<file path="config.mk">
export PLATFORM = sky130hd
export DESIGN_NAME = bus_arbit
export DESIGN_NICKNAME = d
export VERILOG_FILES = /design/src/rtl/bus_pkg.sv /design/src/rtl/bus_mux2.sv /design/src/rtl/bus_arbit.sv
export SDC_FILE = /design/constraint.sdc
export NUM_CORES = 1
export LEC_CHECK = 0
export ABC_AREA = 1
export CAP_MARGIN = 40
export CORE_UTILIZATION = 20
export CTS_CLUSTER_DIAMETER = 40
export DETAILED_ROUTE_END_ITERATION = 7
export PLACE_DENSITY_LB_ADDON = 0.25
export SKIP_LAST_GASP = 1
export SYNTH_ARGS = -nofsm -noshare
export SYNTH_HDL_FRONTEND = slang
export SYNTH_SLANG_ARGS = --single-unit
</file>
<file path="constraint.sdc">
create_clock -name clk -period 1.2 [get_ports clk]
set_input_delay 0.3 -clock clk [delete_from_list [all_inputs] [get_ports clk]]
set_output_delay 0.3 -clock clk [all_outputs]
set_load 0.02 [all_outputs]
</file>
<file path="src/rtl/bus_pkg.sv">
// Shared bus definitions: arbiter states, default widths and the slave address map
// used by both the arbiter and the address decoder.
package bus_pkg;

  typedef enum logic [1:0] {
    IDLE   = 2'd0,
    M0_GNT = 2'd1,
    M1_GNT = 2'd2
  } bus_state_e;

  localparam int unsigned BUS_ADDR_W = 16;
  localparam int unsigned BUS_DATA_W = 32;

  localparam logic [15:0] SLV0_BASE = 16'h0000;
  localparam logic [15:0] SLV0_LAST = 16'h07FF;
  localparam logic [15:0] SLV1_BASE = 16'h7000;
  localparam logic [15:0] SLV1_LAST = 16'h71FF;

  // Hold counter width: enough to reach HOLD_MAX, never narrower than one bit.
  function automatic int unsigned hold_cnt_w(input int unsigned hold_max);
    return (hold_max == 0) ? 1 : $clog2(hold_max + 1);
  endfunction

endpackage

</file>
<file path="src/rtl/bus_mux2.sv">
// Grant-select multiplexer: routes the owning master's request, strobe, address
// and write data onto the shared bus; drives all zeros when nobody owns it.
module bus_mux2 #(
  parameter int unsigned ADDR_W = 16,
  parameter int unsigned DATA_W = 32
) (
  input  logic              sel0_i,
  input  logic              sel1_i,
  input  logic              m0_req_i,
  input  logic              m0_wr_i,
  input  logic [ADDR_W-1:0] m0_addr_i,
  input  logic [DATA_W-1:0] m0_dout_i,
  input  logic              m1_req_i,
  input  logic              m1_wr_i,
  input  logic [ADDR_W-1:0] m1_addr_i,
  input  logic [DATA_W-1:0] m1_dout_i,
  output logic              s_req_o,
  output logic              s_wr_o,
  output logic [ADDR_W-1:0] s_addr_o,
  output logic [DATA_W-1:0] s_dout_o
);

  always_comb begin
    s_req_o  = 1'b0;
    s_wr_o   = 1'b0;
    s_addr_o = '0;
    s_dout_o = '0;
    if (sel0_i) begin
      s_req_o  = m0_req_i;
      s_wr_o   = m0_req_i & m0_wr_i;
      s_addr_o = m0_addr_i;
      s_dout_o = m0_dout_i;
    end else if (sel1_i) begin
      s_req_o  = m1_req_i;
      s_wr_o   = m1_req_i & m1_wr_i;
      s_addr_o = m1_addr_i;
      s_dout_o = m1_dout_i;
    end
  end

endmodule

</file>
<file path="src/rtl/bus_arbit.sv">
// Two-master bus arbiter with bounded hold time and integrated bus mux.
// Define BUS_ARBIT_RR_EN for round-robin tie-break in IDLE (default: fixed M0 priority).
module bus_arbit
  import bus_pkg::*;
#(
  parameter int unsigned ADDR_W   = BUS_ADDR_W,
  parameter int unsigned DATA_W   = BUS_DATA_W,
  parameter int unsigned HOLD_MAX = 8
) (
  input  logic              clk,
  input  logic              reset,
  input  logic              m0_req,
  input  logic              m0_wr,
  input  logic [ADDR_W-1:0] m0_addr,
  input  logic [DATA_W-1:0] m0_dout,
  input  logic              m1_req,
  input  logic              m1_wr,
  input  logic [ADDR_W-1:0] m1_addr,
  input  logic [DATA_W-1:0] m1_dout,
  output logic              m0_grant,
  output logic              m1_grant,
  output logic              s_req,
  output logic              s_wr,
  output logic [ADDR_W-1:0] s_addr,
  output logic [DATA_W-1:0] s_dout
);

  localparam int unsigned    CW        = hold_cnt_w(HOLD_MAX);
  localparam bit             FORCE_EN  = (HOLD_MAX != 0);
  localparam logic [CW-1:0]  HOLD_LAST = CW'((HOLD_MAX == 0) ? 0 : HOLD_MAX - 1);

  bus_state_e    state_q, state_d;
  logic [CW-1:0] hold_q, hold_d;
  logic          last_q, last_d;   // 1: M1 was served last
  logic          m0_grant_q, m1_grant_q;
  logic          tie_m0;
  logic          force_rel;

`ifdef BUS_ARBIT_RR_EN
  assign tie_m0 = last_q;
`else
  assign tie_m0 = 1'b1;
  logic unused_last;
  assign unused_last = last_q;
`endif

  assign force_rel = FORCE_EN && (hold_q == HOLD_LAST);

  always_comb begin
    state_d = state_q;
    case (state_q)
      IDLE: begin
        if (m0_req && m1_req) state_d = tie_m0 ? M0_GNT : M1_GNT;
        else if (m0_req)      state_d = M0_GNT;
        else if (m1_req)      state_d = M1_GNT;
      end
      M0_GNT: begin
        if (!m0_req)                state_d = m1_req ? M1_GNT : IDLE;
        else if (m1_req && force_rel) state_d = M1_GNT;
      end
      M1_GNT: begin
        if (!m1_req)                state_d = m0_req ? M0_GNT : IDLE;
        else if (m0_req && force_rel) state_d = M0_GNT;
      end
      default: state_d = IDLE;
    endcase
  end

  // Counter only runs while the waiting master keeps asking; any handover restarts it.
  always_comb begin
    hold_d = '0;
    last_d = last_q;
    if (state_d == state_q) begin
      if ((state_q == M0_GNT && m1_req) || (state_q == M1_GNT && m0_req))
        hold_d = (hold_q == '1) ? hold_q : hold_q + 1'b1;
    end else if (state_d == M0_GNT) begin
      last_d = 1'b0;
    end else if (state_d == M1_GNT) begin
      last_d = 1'b1;
    end
  end

  always_ff @(posedge clk or posedge reset) begin
    if (reset) begin
      state_q    <= IDLE;
      hold_q     <= '0;
      last_q     <= 1'b1;
      m0_grant_q <= 1'b0;
      m1_grant_q <= 1'b0;
    end else begin
      state_q    <= state_d;
      hold_q     <= hold_d;
      last_q     <= last_d;
      m0_grant_q <= (state_d == M0_GNT);
      m1_grant_q <= (state_d == M1_GNT);
    end
  end

  assign m0_grant = m0_grant_q;
  assign m1_grant = m1_grant_q;

  bus_mux2 #(
    .ADDR_W (ADDR_W),
    .DATA_W (DATA_W)
  ) u_mux (
    .sel0_i    (m0_grant_q),
    .sel1_i    (m1_grant_q),
    .m0_req_i  (m0_req),
    .m0_wr_i   (m0_wr),
    .m0_addr_i (m0_addr),
    .m0_dout_i (m0_dout),
    .m1_req_i  (m1_req),
    .m1_wr_i   (m1_wr),
    .m1_addr_i (m1_addr),
    .m1_dout_i (m1_dout),
    .s_req_o   (s_req),
    .s_wr_o    (s_wr),
    .s_addr_o  (s_addr),
    .s_dout_o  (s_dout)
  );

endmodule

</file>
==> results of run 1 <==
==> stage by stage <==
stage	TNS [ns]	total power [W]	util	setup slack, ns	instances
finish	-21.50	0.00600	0.674	-0.440	353
global route	-24.62	0.00629	0.674	-0.491	353
CTS	-22.86	0.00619	0.679	-0.508	356
detailed placement	-36.88	0.00494	0.610	-0.752	339
global placement	-35.88	0.00492	0.610	-0.766	339
floorplan	-12.49	0.00291	-	-0.295	123
==> worst max path at each step <==
stage          startpoint         end  cells past startpoint  slack, ns
3_3_place_gp       m0_req       s_req                      4      -0.77
5_1_grt          m0_grant   s_dout[2]                      6      -0.49
6_report         m0_grant  s_addr[12]                      6      -0.44
2_1_floorplan    m0_grant        s_wr                      8      -0.30
4_1_cts          m0_grant  s_dout[23]                      7      -0.51
3_5_place_dp       m0_req       s_req                      4      -0.75
==> state kept, by name, summed over array words and instances, names as in the netlist <==
register and cells:
hold_q 4, state_q 2, m0_grant 1, m1_grant 1
==> power by group through the flow <==
stage | registers (W) | logic, W | clock network [W]
2_1_floorplan | 0.000452 | 0.00246 | 0
3_3_place_gp | 0.000423 | 0.00449 | 0
3_5_place_dp | 0.000427 | 0.00451 | 0
4_1_cts | 0.000439 | 0.00541 | 0.000341
5_1_grt | 0.000451 | 0.00549 | 0.000352
6_report | 0.000442 | 0.00523 | 0.000326
==> placed cells by master (no fill, tap or decap), drive strengths merged, types with 4 or more instances in the layout <==
cell           count
a22o              48
buf               82
clkbuf             4
clkdlybuf4s50     99
dfrtp              8
inv               10
nand2             16
nand3              6
nor2              11
o21ai              4
==> cell families after synthesis <==
kind of cell | share of synthesized area
buf+inv | 0.108
compound gates | 0.483
fa+ha+maj | 0.0129
simple gates | 0.181
xor+xnor | 0.00901
flops | 0.206
==> worst max-delay path, cell delays in order (launching register included) <==
cell      delay, ns
dfrtp_2        0.37
inv_2          0.05
nand2_4        0.09
clkinv_8       0.09
buf_12         0.15
a22o_4         0.21
buf_6          0.13
==> cell type report <==
| type | instances | area [µm²] | share of cell area |
|---|---|---|---|
| clock buffer | 4 | 45.0 | 0.0142 |
| inverter | 11 | 53.8 | 0.0170 |
| multi-input combinational | 93 | 906 | 0.286 |
| sequential | 8 | 201 | 0.0637 |
| tap | 54 | 67.6 | 0.0214 |
| timing repair buffer | 183 | 1890 | 0.597 |
==> routing by layer <==
layer	vias up	track usage
li1	816	-
met1	787	0.236
met2	59	0.423
met3	2	0.0492
met4	0	0.0370
met5	-	0
==> repair_timing <==
action,CTS,global route
pin swaps,4,6
cloned,5,0
buffers inserted,9,2
endpoints found under the hold margin,0,0
hold buffers,0,0
endpoints found under the setup margin,60,59
resized for setup,313,17
==> flow_summary.toml, run 1 <==
[routing]
routed-wl-met3_um = 434
drt_iter0_drc = 47
vias_per_cell = 4.71
drc = 0
detailedRoute.firstPassIterationCount = 4
totalWireLength_mm = 5.86
wl_met1_mm = 2.16
top_layer = "met4"
route.met2.wl_mm = 3.24
vias = 1664
wl_per_cell_um = 16.6
ant_nets = 0

[yosys]
yosysWarnings = 0
ys_ff_latch = 8
syn_area_um2 = 972
netlist_instances = 123
synth_area_leaders = "a22o_1, dfrtp_1, nand2_1"
async_flop_share = 1.00
synth_seq_area_share = 0.206
netlist.area_leader.share = 0.432
synth_nets = 226
synth_common_cells = "a22o_1, nand2_1, dfrtp_1, nor2_1, inv_1"
syn_avg_cell_area_um2 = 7.90
ys.flop_type = "dfrtp_1"
ys_types = 22
post-synth-top-count-cell = "a22o_1"
synth_area_leader_cell = "a22o_1"
synth_edf_count = 0

[clocking]
clock_latency_ns = 0.23
cts.path.max_buffers = 2
cts_tree = "yes"
htreeDepth = 1
clock-sinks = 8
clk_pin_slew_ns = 0.04
ctsRootBufferMaster = "clkbuf_8"
cts_buffers = 3

[floorplan]
dieArea_um2 = 5140
num_rows = 25
start_util = 0.207
pin_count = 154
die_w_um = 71.7
die_h_um = 71.7
core_um2 = 4690

[cells_and_area]
num-fill-cells = 393
drive_gt1_frac = 0.438
nets = 403
insertedDiodeCount = 0
fin_area_um2 = 3160
syn_to_final_growth_pct = 225

[run]
maxCapViolCount = 0

[sta]
setup_viol = 55
max_slew_margin = 0.804
rsz0062_at_grt = "true"
fin_ws_ns = -0.440
fin_skew_ns = 0.00669
period_share = 1.37
fin_hold_ws_ns = 0.317
fmax_mhz = 610
hold_viol = 0
worst-slew-pin-transition_ns = 0.294
slew_viol_final = 0
min_period_ns = 1.64

[grt]
grt_usage = 0.216
grt_pass1_wl_mm = 8.68
globalRouteOverflowTotal = 0
grt_pass1_vias = 1641
grt_max_degree = 20
antenna_found_initial = 0

[placed_design]
io_buffers = 153
globalplace.congestion = 0.740
dp_hpwl_mm = 4.39
place_area_um2 = 2860

[outcome]
outcome = "finished with violations"
violations = "negative setup slack"

[power_and_ir_drop]
p_clk_frac = 0.054
power.switching_w = 0.00254
leakage_nw = 1.43
comb_power_share = 0.872
power_density_nw_per_um2 = 1900
vdd_drop_max_uv = 1000
seq_power_share = 0.074
sw_frac_of_total = 0.424
p_int_w = 0.00345

[critical_path]
required_ns = 0.90
rr_endpoint = "hold_q[0]"
worstReg2RegStart = "hold_q[0]"
cp_max_fo = 8
path_class = "flop to output pin"
reg2regPathDepth = 9
startpoint_type = "flop"
crit_path_end_kind = "output pin"
r2r_slack_ns = -0.13
arrival_ns = 1.34

[worst_hold_path]
worstHoldPathType = "input pin to async pin"
Note: power is estimated with default switching activity, not from simulation.
==> inputs of run 2 (changes only) <==
CORE_UTILIZATION = 23   (was 20)
clock period = 1.6 ns   (was 1.2 ns; I/O delays follow)
==> flow_summary.toml, run 2 (synthesis gave the netlist of run 1 again) <==
[critical_path]
path_class = "flop to output pin"
crit_start = "m0_grant"
startpoint_type = "flop"
arrival_ns = 1.34
required_ns = 1.20
cp_cell_sequence = "buf_4, buf_12, a22o_4, buf_4"
rr_endpoint = "hold_q[2]"
cp_max_fo = 12
worst_path_largest_cell_delay_ns = 0.41
r2r_slack_ns = 0.22
worstReg2RegStart = "hold_q[0]"
reg2regPathDepth = 9
slowest_stage = "dfrtp_2"
cp_common_cell = "buf_4"
crit_path_end_kind = "output pin"

[cells_and_area]
largest_register_ffs = 4
insertedDiodeCount = 0
final_cells = 340
reg.largest.list = "hold_q (4), state_q (2)"
nets = 394
num-fill-cells = 331
drive_gt1_frac = 0.366
largest-register = "hold_q"
syn_to_final_growth_pct = 196
post-route-util = 0.714
layout_common_cells = "clkdlybuf4s50_1, buf_4, a22o_1"
final_common_cell = "clkdlybuf4s50_1"

[power_and_ir_drop]
seq_power_share = 0.081
power_density_nw_per_um2 = 1400
p_clk_frac = 0.065
p_int_w = 0.00225
power.switching_w = 0.00176
sw_frac_of_total = 0.439
total_power_w = 0.00402
leakage_nw = 1.33
vdd_drop_max_uv = 846
comb_power_share = 0.854

[clocking]
cts.path.max_buffers = 2
clock_latency_ns = 0.24
cts_buffers = 3
hold_buffers = 0
clk_pin_slew_ns = 0.05
clock-sinks = 8
ctsRootBufferMaster = "clkbuf_8"
cts_tree = "yes"
htreeDepth = 1

[sta]
finalSetupTns_ns = -5.72
worst-slew-pin-transition_ns = 0.296
rsz0062_at_grt = "true"
fin_skew_ns = 0.0100
min_period_ns = 1.74
slew_viol_final = 0
fmax_mhz = 573
fin_hold_ws_ns = 0.400
setup_viol = 51
max_slew_margin = 0.802
hold_viol = 0
fin_ws_ns = -0.144
period_share = 1.09

[routing]
vias_per_cell = 4.74
detailedRoute.firstPassIterationCount = 4
wl_per_cell_um = 16.1
vias = 1612
drt_iter0_drc = 69
ant_nets = 0
drc = 0
totalWireLength_mm = 5.46

[grt]
grt_pass1_vias = 1501
grt_pass1_wl_mm = 7.41
grt_max_degree = 28
globalRouteOverflowTotal = 0
antenna_found_initial = 0
grt_usage = 0.222

[placed_design]
dp_hpwl_mm = 4.35
dpl.cell_count = 330
io_buffers = 153
globalplace.congestion = 0.836

[floorplan]
core_um2 = 4030
dieArea_um2 = 4490
num_rows = 23
die_h_um = 67.0
die_w_um = 67.0
pin_count = 154
start_util = 0.241

[outcome]
violations = "negative setup slack"
outcome = "finished with violations"

[worst_hold_path]
worstHoldPathType = "input pin to async pin"

[run]
maxCapViolCount = 0
==> run 2: changes by cell type in the layout (fill, tap and decap cells not counted), sizes merged <==
cell / change
clkinv: -1
dlygate4sd2: +1
clkbuf: +1
buf: -12
dlymetal6s2s: +1
inv: +1
==> run 2: area by class of cell <==
class	count	area, µm²	area share
Clock buffer	4	45.0	0.0157
Inverter	11	48.8	0.0170
Multi-Input combinational cell	93	797	0.277
Sequential cell	8	201	0.0701
Tap cell	50	62.6	0.0218
Timing Repair Buffer	174	1720	0.598
==> run 2: power groups by stage <==
stage	Sequential, W	Combinational [W]	Clock (W)
finish	0.000324	0.00343	0.000261
global route	0.000333	0.00362	0.000285
CTS	0.000325	0.00345	0.000271
detailed placement	0.000322	0.00326	0
global placement	0.000320	0.00324	0
floorplan	0.000334	0.00174	0
==> run 2: metrics by stage <==
| stage | worst slack, ns | instance area, µm² |
|---|---|---|
| 2_1_floorplan | -0.0433 | 1100 |
| 3_3_place_gp | -0.587 | 2770 |
| 3_5_place_dp | -0.592 | 2770 |
| 4_1_cts | -0.192 | 2870 |
| 5_1_grt | -0.210 | 2880 |
| 6_report | -0.144 | 2880 |
==> run 2: routing by layer <==
metal / up-vias / share of wire / GRT usage
li1: 798 / - / -
met3: 9 / 0.076 / 0.0462
met1: 744 / 0.39 / 0.255
met2: 61 / 0.52 / 0.398
met4: 0 / 0.016 / 0.0745
met5: - / 0 / 0
==> run 2: repair_timing <==
| action | CTS | global route |
|---|---|---|
| resized for setup | 277 | 2 |
| pin swaps | 1 | 3 |
| buffers inserted | 3 | 1 |
| gates cloned | 2 | 1 |
| endpoints found under the setup margin | 52 | 53 |
==> run 2: worst max-delay path, delay by kind of cell, from the launching register on <==
family                 cells  cell delay [ns]
buffers and inverters      3             0.45
DFF                        1             0.41
AOI/OAI and AO/OA          1             0.24
==> run 2: worst max path at each step <==
| stage | end | slack (ns) | cells after the start |
|---|---|---|---|
| final | s_dout[26] | -0.14 | 4 |
| after global routing | s_dout[18] | -0.21 | 6 |
| after CTS | s_dout[6] | -0.19 | 7 |
| after detailed placement | s_req | -0.59 | 4 |
| after global placement | s_req | -0.59 | 4 |
| after floorplan | s_dout[21] | -0.04 | 7 |
==> inputs of run 3 (changes only) <==
GPL_TIMING_DRIVEN = 0   (was unset)
TNS_END_PERCENT = 5   (was unset)
==> flow_summary.toml, run 3 (synthesis gave the netlist of run 1 again) <==
[power_and_ir_drop]
vdd_drop_max_uv = 962
leakage_nw = 1.28
power_density_nw_per_um2 = 1390

[routing]
detailedRoute.firstPassIterationCount = 4
totalWireLength_mm = 5.54
ant_nets = 0
drt_iter0_drc = 40
wl_per_cell_um = 16.4
vias = 1644
vias_per_cell = 4.86
drc = 0

[sta]
fin_skew_ns = 0.00223
fin_ws_ns = -0.274
setup_viol = 52
worst-slew-pin-transition_ns = 0.301
period_share = 1.17
min_period_ns = 1.87
hold_viol = 0
slew_viol_final = 0
max_slew_margin = 0.799
fmax_mhz = 534
finalSetupTns_ns = -12.08
rsz0062_at_grt = "true"

[placed_design]
dp_slack_ns = -0.679
dp_hpwl_mm = 4.50
globalplace.congestion = 0.744
place_area_um2 = 2670
io_buffers = 153

[outcome]
violations = "negative setup slack"
outcome = "finished with violations"

[cells_and_area]
final_common_cell = "clkdlybuf4s50_1"
largest-register = "hold_q"
fin_area_um2 = 2760
syn_to_final_growth_pct = 184
insertedDiodeCount = 0
largest_register_ffs = 4
layout_common_cells = "clkdlybuf4s50_1, a22o_1, buf_2"
reg.largest.list = "hold_q (4), state_q (2)"
num-fill-cells = 347
post-route-util = 0.685
nets = 393
drive_gt1_frac = 0.351

[clocking]
ctsRootBufferMaster = "clkbuf_8"
htreeDepth = 1
clock-sinks = 8
clock_latency_ns = 0.23
cts_tree = "yes"
cts.path.max_buffers = 2
cts_buffers = 3
hold_buffers = 0
clk_pin_slew_ns = 0.04

[critical_path]
startpoint_type = "flop"
crit_path_end_kind = "output pin"
path_class = "flop to output pin"
rr_endpoint = "hold_q[0]"
slowest_stage = "dfrtp_1"
cp_max_fo = 5
arrival_ns = 1.47
worstReg2RegStart = "hold_q[0]"
worst_path_largest_cell_delay_ns = 0.38
cp_num_buf_inv = 5
required_ns = 1.20
reg2regPathDepth = 8
crit_family = "buffers and inverters"
cp_cell_sequence = "buf_6, buf_12, buf_8, buf_8, a22o_4, buf_6"
r2r_slack_ns = 0.18

[floorplan]
dieArea_um2 = 4490
start_util = 0.241
core_um2 = 4030
die_w_um = 67.0
die_h_um = 67.0
pin_count = 154
num_rows = 23

[grt]
grt_pass1_wl_mm = 7.98
globalRouteOverflowTotal = 0
grt_pass1_vias = 1585
antenna_found_initial = 0
grt_max_degree = 11
grt_usage = 0.235

[run]
maxCapViolCount = 0

[worst_hold_path]
worstHoldPathType = "input pin to async pin"
-- run 3: cell types whose count changed in the layout (fill, tap and decap cells not counted), moves of 2 or more --
cell	before	now
clkbuf_4	0	2
buf_2	2	33
clkdlybuf4s50_1	99	101
a22o_1	35	38
a22o_4	13	10
buf_8	0	3
buf_4	43	7
buf_6	20	17
-- run 3: worst max path at each step --
| stage | start | endpoint | slack (ns) | cells after the start |
|---|---|---|---|---|
| 2_1_floorplan | m0_grant | s_dout[21] | -0.04 | 7 |
| 3_3_place_gp | m0_req | s_req | -0.68 | 4 |
| 3_5_place_dp | m0_req | s_req | -0.68 | 4 |
| 4_1_cts | m0_grant | s_dout[22] | -0.28 | 6 |
| 5_1_grt | m0_grant | s_dout[23] | -0.30 | 6 |
| 6_report | m0_grant | s_dout[20] | -0.27 | 6 |
-- run 3: through the flow --
| stage | power (W) | hold slack [ns] | instances |
|---|---|---|---|
| 2_1_floorplan | 0.00203 | 0.216 | 123 |
| 3_3_place_gp | 0.00338 | 0.529 | 326 |
| 3_5_place_dp | 0.00341 | 0.537 | 326 |
| 4_1_cts | 0.00379 | 0.417 | 336 |
| 5_1_grt | 0.00405 | 0.456 | 338 |
| 6_report | 0.00385 | 0.414 | 338 |
-- run 3: layout make-up --
cell class	instances	area [µm²]	share of cell area
multi-input cells	93	764	0.277
plain buffers	11	130	0.0471
well taps	50	62.6	0.0227
flip-flops and latches	8	200	0.0725
clock buffers	3	41.3	0.0150
repair buffers	162	1520	0.550
inverters	11	43.8	0.0159
-- run 3: worst reg2reg max path, stage by stage, from the launching register on --
cell     delay (ns)
dfrtp_1        0.37
ha_1           0.23
nand2_2        0.08
nor2_2         0.11
nand3_1        0.09
nand2_2        0.11
nand3_1        0.12
nand3_2        0.13
nor2_1         0.05
-- run 3: what timing repair did --
action,in CTS,in global routing
endpoints found under the hold margin,0,0
resized for setup,246,9
setup endpoints to repair,51,52
gates cloned,3,0
buffers inserted,4,2
pin swaps,0,1
-- run 3: power by group --
group	switching, W	internal [W]
clock	0.0000752	0.000163
combinational	0.00160	0.00169
sequential	0.0000618	0.000260
-- run 3: per-layer routing --
layer,part of all wire,global-route usage,vias up
li1,-,-,801
met1,0.34,0.239,759
met2,0.52,0.448,72
met3,0.11,0.0685,12
met4,0.023,0.0745,0
met5,0,0,-
